File: src/rtl/i2c_pkg.sv
// Shared I2C front-end definitions: bit-index sizing, idle level and the
// event bundle handed to the downstream start/stop FSM.
package i2c_pkg;

    localparam int         I2C_BIT_IDX_W  = 4;
    localparam logic [3:0] I2C_ACK_IDX    = 4'd8;
    localparam logic       I2C_IDLE_LEVEL = 1'b1;

    typedef struct packed {
        logic start;
        logic stop;
        logic rise;
        logic fall;
    } i2c_event_t;

    // Frame position after the current bit: data 0..7, ACK at 8, then wrap.
    function automatic logic [I2C_BIT_IDX_W-1:0] next_bit_idx(input logic [I2C_BIT_IDX_W-1:0] idx);
        return (idx == I2C_ACK_IDX) ? '0 : idx + 1'b1;
    endfunction

endpackage

File: src/rtl/i2c_line_filter.sv
// One I2C line: SYNC_STAGES-deep synchroniser followed by a counter filter
// that only follows the line after FILTER_LEN consecutive differing cycles.
module i2c_line_filter
    import i2c_pkg::*;
#(
    parameter int SYNC_STAGES = 2,
    parameter int FILTER_LEN  = 3
) (
    input  logic clk,
    input  logic reset,
    input  logic line_raw,
    output logic line_f
);

    localparam logic [3:0] CNT_LAST = 4'(FILTER_LEN - 1);

    logic [SYNC_STAGES-1:0] sync;
    logic [3:0]             cnt;
    logic                   synced;

    assign synced = sync[SYNC_STAGES-1];

    always_ff @(posedge clk or negedge reset) begin
        if (!reset) begin
            sync <= {SYNC_STAGES{I2C_IDLE_LEVEL}};
        end else begin
            sync <= {sync[SYNC_STAGES-2:0], line_raw};
        end
    end

    // Reaching CNT_LAST here means this is the FILTER_LEN-th differing cycle.
    always_ff @(posedge clk or negedge reset) begin
        if (!reset) begin
            cnt    <= '0;
            line_f <= I2C_IDLE_LEVEL;
        end else if (synced == line_f) begin
            cnt <= '0;
        end else if (cnt == CNT_LAST) begin
            cnt    <= '0;
            line_f <= synced;
        end else begin
            cnt <= cnt + 4'd1;
        end
    end

endmodule

File: src/rtl/i2c_bus_conditioner.sv
// I2C bus front end: filtered SCL/SDA plus registered edge, START/STOP and
// per-bit events for the slave start/stop FSM.
module i2c_bus_conditioner
    import i2c_pkg::*;
#(
    parameter int FILTER_LEN  = 3,
    parameter int SYNC_STAGES = 2
) (
    input  logic       clk,
    input  logic       reset,
    input  logic       scl_raw,
    input  logic       sda_raw,
    output logic       scl_f,
    output logic       sda_f,
    output logic       scl_rise,
    output logic       scl_fall,
    output logic       start_det,
    output logic       stop_det,
    output logic       bus_busy,
    output logic       bit_valid,
    output logic       bit_data,
    output logic [3:0] bit_idx,
    output logic       byte_end
);

    logic                     scl_prev;
    logic                     sda_prev;
    logic [I2C_BIT_IDX_W-1:0] bit_cnt;
    i2c_event_t               ev_c;
    i2c_event_t               ev_q;

    i2c_line_filter #(
        .SYNC_STAGES (SYNC_STAGES),
        .FILTER_LEN  (FILTER_LEN)
    ) u_scl_filter (
        .clk      (clk),
        .reset    (reset),
        .line_raw (scl_raw),
        .line_f   (scl_f)
    );

    i2c_line_filter #(
        .SYNC_STAGES (SYNC_STAGES),
        .FILTER_LEN  (FILTER_LEN)
    ) u_sda_filter (
        .clk      (clk),
        .reset    (reset),
        .line_raw (sda_raw),
        .line_f   (sda_f)
    );

    // START/STOP need SCL high on both sides, so an SDA change coincident
    // with an SCL edge only ever shows up as the SCL edge.
    always_comb begin
        ev_c       = '0;
        ev_c.rise  = !scl_prev && scl_f;
        ev_c.fall  = scl_prev && !scl_f;
        ev_c.start = scl_prev && scl_f && sda_prev && !sda_f;
        ev_c.stop  = scl_prev && scl_f && !sda_prev && sda_f;
    end

    always_ff @(posedge clk or negedge reset) begin
        if (!reset) begin
            scl_prev  <= I2C_IDLE_LEVEL;
            sda_prev  <= I2C_IDLE_LEVEL;
            ev_q      <= '0;
            bus_busy  <= 1'b0;
            bit_cnt   <= '0;
            bit_valid <= 1'b0;
            bit_data  <= 1'b0;
            bit_idx   <= '0;
            byte_end  <= 1'b0;
        end else begin
            scl_prev  <= scl_f;
            sda_prev  <= sda_f;
            ev_q      <= ev_c;
            bit_valid <= 1'b0;
            byte_end  <= 1'b0;
            if (ev_c.start) begin
                bus_busy <= 1'b1;
                bit_cnt  <= '0;
            end else if (ev_c.stop) begin
                bus_busy <= 1'b0;
                bit_cnt  <= '0;
            end else if (ev_c.rise && bus_busy) begin
                bit_valid <= 1'b1;
                bit_data  <= sda_f;
                bit_idx   <= bit_cnt;
                byte_end  <= (bit_cnt == I2C_ACK_IDX);
                bit_cnt   <= next_bit_idx(bit_cnt);
            end
        end
    end

    assign scl_rise  = ev_q.rise;
    assign scl_fall  = ev_q.fall;
    assign start_det = ev_q.start;
    assign stop_det  = ev_q.stop;

endmodule
File: config.mk
export PLATFORM = sky130hd
export DESIGN_NAME = i2c_bus_conditioner
export DESIGN_NICKNAME = d
export VERILOG_FILES = /design/src/rtl/i2c_pkg.sv /design/src/rtl/i2c_line_filter.sv /design/src/rtl/i2c_bus_conditioner.sv
export SDC_FILE = /design/constraint.sdc
export NUM_CORES = 1
export LEC_CHECK = 0
export CAP_MARGIN = 20
export CORE_ASPECT_RATIO = 0.9
export CORE_UTILIZATION = 57
export CTS_BUF_LIST = sky130_fd_sc_hd__clkbuf_16
export CTS_CLUSTER_SIZE = 25
export DETAILED_ROUTE_END_ITERATION = 8
export PLACE_DENSITY_LB_ADDON = 0.15
export SYNTH_ARGS = -nofsm -noshare
export SYNTH_HDL_FRONTEND = slang
export SYNTH_SLANG_ARGS = --single-unit
File: constraint.sdc
create_clock -name clk -period 2.1 [get_ports clk]
set_input_delay 0.42 -clock clk [delete_from_list [all_inputs] [get_ports clk]]
set_output_delay 0.42 -clock clk [all_outputs]
set_load 0.02 [all_outputs]
* Yosys cells after proc, flatten, opt, wreduce, memory -nomap -nowiden
Cells that the tools add are included.
Storage, ports and cells: input bits 4, register bits after elaboration 32, RAM bits 0, memories kept 0, memory bits (read-only) 0, latch bits 0, output and inout bits 14, logic and storage cells 63
Cells by class: divide/modulo/power cells 0, $mul 0, shift operators 0, add/sub/neg operators 3, bitwise gates (word level) 4, mux-type cells 16, eq/ne operators 5, reduce and logical (&&, ||, !) cells 17, magnitude comparators 0
Operators by type and width (number):
- $mux 4 | 8
- $add 4x1->4 const B | 3
- $eq 4x2->1 const B | 2
- $logic_and 1x1->1 | 8
- $mux 1 | 8
- $eq 4x4->1 const B | 1
- $logic_not 1->1 | 4
- $not 1->1 | 4
- $reduce_and 2->1 | 2
- $reduce_and 3->1 | 1
- $reduce_bool 3->1 | 1
- $eq 1x1->1 | 2
- $reduce_bool 2->1 | 1

* Logic depth before layout (Yosys ltp)
depth after elaboration 6, gate-level depth with buffers 5, gate-level depth less buffers 5

* Modules after synthesis
From an unflattened synthesis, not the netlist that was laid out.
Second synthesis, totals: cells, all modules 107, area total of the unflattened synthesis 1295.0 sq um
By module, submodules not included:
- i2c_bus_conditioner | instances 1, seq. area each 452.9 sq um, area each 720.7 sq um, cells an instance 63
- i2c_line_filter at u_sda_filter | instances 1, seq. area each 178.9 sq um, area each 287.8 sq um, cells an instance 22
- i2c_line_filter at u_scl_filter | instances 1, seq. area each 178.9 sq um, area each 286.5 sq um, cells an instance 22

* Worst setup path after synthesis
OpenSTA, ideal clock, no wires.
kind register to register, from register u_scl_filter.line_f, to register bit_idx[0], path slack 0.695 ns, data required time 1.975 ns, period minus slack after synthesis 1.405 ns, stages on the path, launching flop included 4, arrival 1.279 ns, buffers on the path 1, setup time 0.125 ns, cell sequence dfstp_2 and3b_4 buf_12 mux2_4
Between the ends: word-level cells in the longest chain between the ends 5, elaborated cells on any way between the ends 10, classes of those cells 2 x bitwise; 8 x reduce/logical
Ends and longest elaborated chain:
- from (decl) | line i2c_line_filter.sv:12 | output logic line_f
- from (signal assigned) | line i2c_line_filter.sv:40 | line_f <= synced;
- $logic_and 1x1->1 | line i2c_bus_conditioner.sv:58, i2c_bus_conditioner.sv:59
- $logic_and 1x1->1, on equally long branches (2 in series) | line i2c_bus_conditioner.sv:58, i2c_bus_conditioner.sv:59
- $not 1->1 (no source line)
- $reduce_and 3->1 (no source line) *
- to (signal assigned) | line i2c_bus_conditioner.sv:88 | bit_idx <= bit_cnt;
- to (decl) | line i2c_bus_conditioner.sv:22 | output logic [3:0] bit_idx,
Mark *: on every way between the ends. The rest lies on a longest branch, timed or not. A chain may end at the register's enable or synchronous reset.

* Worst setup path in the final report
from register u_scl_filter.line_f, to output port scl_f
RTL lines:
- to (decl) | line i2c_bus_conditioner.sv:13 | output logic scl_f,
No word-level cell between the ends.

==> metrics.md <==
| Metric | Value |
|---|---|
| Clk sink count | `32` |
| CTS clk-pin slew, worst paths | `0.05 ns` |
| Unique masters post-synth | `27` |
| Sequential-to-total area share from yosys stat | `0.612` |
| Post-Layout Cell Count | `151` |
| Max Slew Vio Count | `0` |
| Final setup violation count | `0` |
| Vias per cell | `5.23` |
| Routed wire length per instance | `15.8 um` |
| Period utilisation layout | `0.930` |
| Worst slack, placed | `0.457 ns` |
| Num CTS Buffers | `5` |
| Worst-Margin Slew | `0.383 ns` |
| CP required | `1.68 ns` |
| Family with the most delay on the worst path | `buffers and inverters` |
| RSZ-0062 raised after global routing | `no` |
| Root Driver | `clkbuf_16` |
| First-pass GRT wire length | `3710 um` |
| Post-CTS sizing | `0` |
| Die height | `47.7 um` |
| Grt ovf | `0` |
| Worst path slowest cell | `clkdlybuf4s50_1` |
| Cts hold-fix bufs | `0` |
| CP peak stage delay | `0.64 ns` |
| Worst hold slack | `0.356 ns` |
| Syn avg cell area | `13.4 um2` |
| Rows | `16` |
| Gate Count Post-Synth | `99` |
| Leak pwr | `0.000759 uW` |
| Syn nets | `109` |
| Ys flop type | `dfrtp_1` |
| Die X | `52.8 um` |
| Routed Wire Length | `2390 um` |
| Max Fclk | `512 MHz` |
| Mapped cell area | `1330 um2` |
| Clock Latency Late Sink | `0.27 ns` |
| Inst Count DP | `143` |
| CP cell instances | `clkdlybuf4s50_1` |
| Placer Congestion | `0.676` |
| Vias in the first global route | `792` |
| Status | `finished, final reports clean` |
| Worst hold-check path type | `reg -> reg` |
| Pwr per Cell Area | `1590 nW/um2` |
| Setup Buffers After CTS | `0` |
| Crit Path Max Fanout | `9` |
| Initial Util | `0.607` |
| CTS tree | `yes` |
| GRT Total Usage | `0.235` |
| Final routed DRC violation total | `0` |
| Share of layout cells above drive strength 1 | `0.218` |
| DIE AREA | `2520 um2` |
| Pin count of the biggest net entering global routing | `33` |
| Initial antenna violation count | `0` |
| Skew final | `0.00113 ns` |
| Clk buf depth | `2` |
| Post-synth EDFFs | `0` |
| Worst vdd ir | `1130 uV` |
| Post-DRT Antenna Nets | `0` |
| Setup Total Neg Slack | `0 ns` |
| Nets | `133` |
| Boundary Pins | `18` |
| Crit path kind | `reg -> out` |
| DRT iter0 DRCs | `4` |
| Area added between synthesis and finish | `26.8%` |
| Post-layout min period | `1.95 ns` |
| H-tree level count | `2` |
| R2R setup slack | `0.67 ns` |
| Max transition margin | `0.745` |
| Hpwl dp | `1450 um` |
| Worst Setup Start Kind | `flop` |
| CP bufs+invs | `1` |
| Core area | `2180 um2` |
| Synthesized flop and latch total | `32` |
| WP data arrival | `1.53 ns` |
| Worst Setup End Kind | `output port` |
| IO Port Bufs | `17` |
| Worst Setup Slack, final | `0.146 ns` |
| Initial DRT Pass Iterations | `4` |
| Diode count | `0` |
| Yosys warnings | `0` |
| Ys async rst share | `1.00` |
| Fin. Hold Viols | `0` |
| Count of maximum capacitance violations | `0` |
| DR vias | `789` |
## metrics by stage
step | util | total power [uW] | cell area [um2]
after CTS | 0.770 | 2690 | 1680
after floorplan | - | 1560 | 1330
after global placement | 0.695 | 1820 | 1520
after detailed placement | 0.695 | 1850 | 1520
final | 0.770 | 2670 | 1680
after global routing | 0.770 | 2820 | 1680
## where the power goes
part / internal (uW) / total, uW / switching, uW
combinational: 435 / 841 / 406
clock: 552 / 799 / 247
sequential: 838 / 1030 / 188
total: 1820 / 2670 / 842
## routing by layer
metal	track usage	vias to the layer above	part of all wire
li1	-	378	-
met3	0.114	9	0.054
met5	0	-	0
met1	0.257	380	0.43
met4	0.184	0	0.036
met2	0.357	22	0.48
## final cells by class
class / count / area [um2]
Fill cell: 145 / 502
Clock inverter: 3 / 38.8
Tap cell: 27 / 33.8
Inverter: 6 / 22.5
Sequential cell: 32 / 811
Multi-Input combinational cell: 60 / 472
Timing Repair Buffer: 18 / 178
Clock buffer: 5 / 125
## final timing paths
path	startpoint	endpoint	depth (start not counted)
max in group asynchronous	reset	u_scl_filter.sync[1]	2
worst max register to register	u_scl_filter.line_f	bit_idx[3]	2
worst min register to register	u_sda_filter.sync[0]	u_sda_filter.sync[1]	0
min in group asynchronous	reset	u_scl_filter.cnt[3]	2
worst max-delay path	u_scl_filter.line_f	scl_f	1
worst min-delay path	u_sda_filter.sync[0]	u_sda_filter.sync[1]	0
## synthesized netlist by cell type, types with 3 or more instances
library cell  count  area [um2]
inv_1             6        22.5
xnor2_1           5        43.8
o21ai_0           3        15.0
dfstp_2           8         210
dfrtp_1          24         601
mux2_4            3        45.0
ha_1              6        75.1
nand2_1           6        22.5
nor2_1           10        37.5
mux2_2            4        45.0
nor3b_1           3        22.5
## flip-flops by register name, summed over array words and instances (netlist names), 2 cells and up
name / count
u_sda_filter.sync: 2
bit_cnt: 4
u_scl_filter.sync: 2
u_sda_filter.cnt: 4
u_scl_filter.cnt: 4
bit_idx: 4
## cell families (layout without fill, tap and decap cells)
| group | Yosys count | in the layout | share of synthesized area |
|---|---|---|---|
| xor gates and xnor gates | 7 | 7 | 0.0463 |
| adders and majority gates | 6 | 6 | 0.0567 |
| DFF | 32 | 32 | 0.612 |
| buffers and inverters | 7 | 32 | 0.0321 |
| and+or+nand+nor | 27 | 27 | 0.110 |
| muxes | 8 | 8 | 0.0755 |
| AOI/OAI and AO/OA | 12 | 12 | 0.0670 |
## cells in the final DEF (no fill, tap or decap), types with 2 or more instances in the layout
| master | n |
|---|---|
| a21o_1 | 2 |
| a21oi_1 | 2 |
| and2b_2 | 2 |
| clkbuf_16 | 5 |
| clkdlybuf4s50_1 | 17 |
| dfrtp_1 | 24 |
| dfstp_2 | 8 |
| ha_1 | 6 |
| inv_1 | 7 |
| mux2_2 | 4 |
| mux2_4 | 3 |
| nand2_1 | 6 |
| nand3_1 | 2 |
| nor2_1 | 10 |
| nor3b_1 | 3 |
| o21ai_0 | 3 |
| xnor2_1 | 5 |
| xor2_1 | 2 |
(Power assumes the default switching activity.)
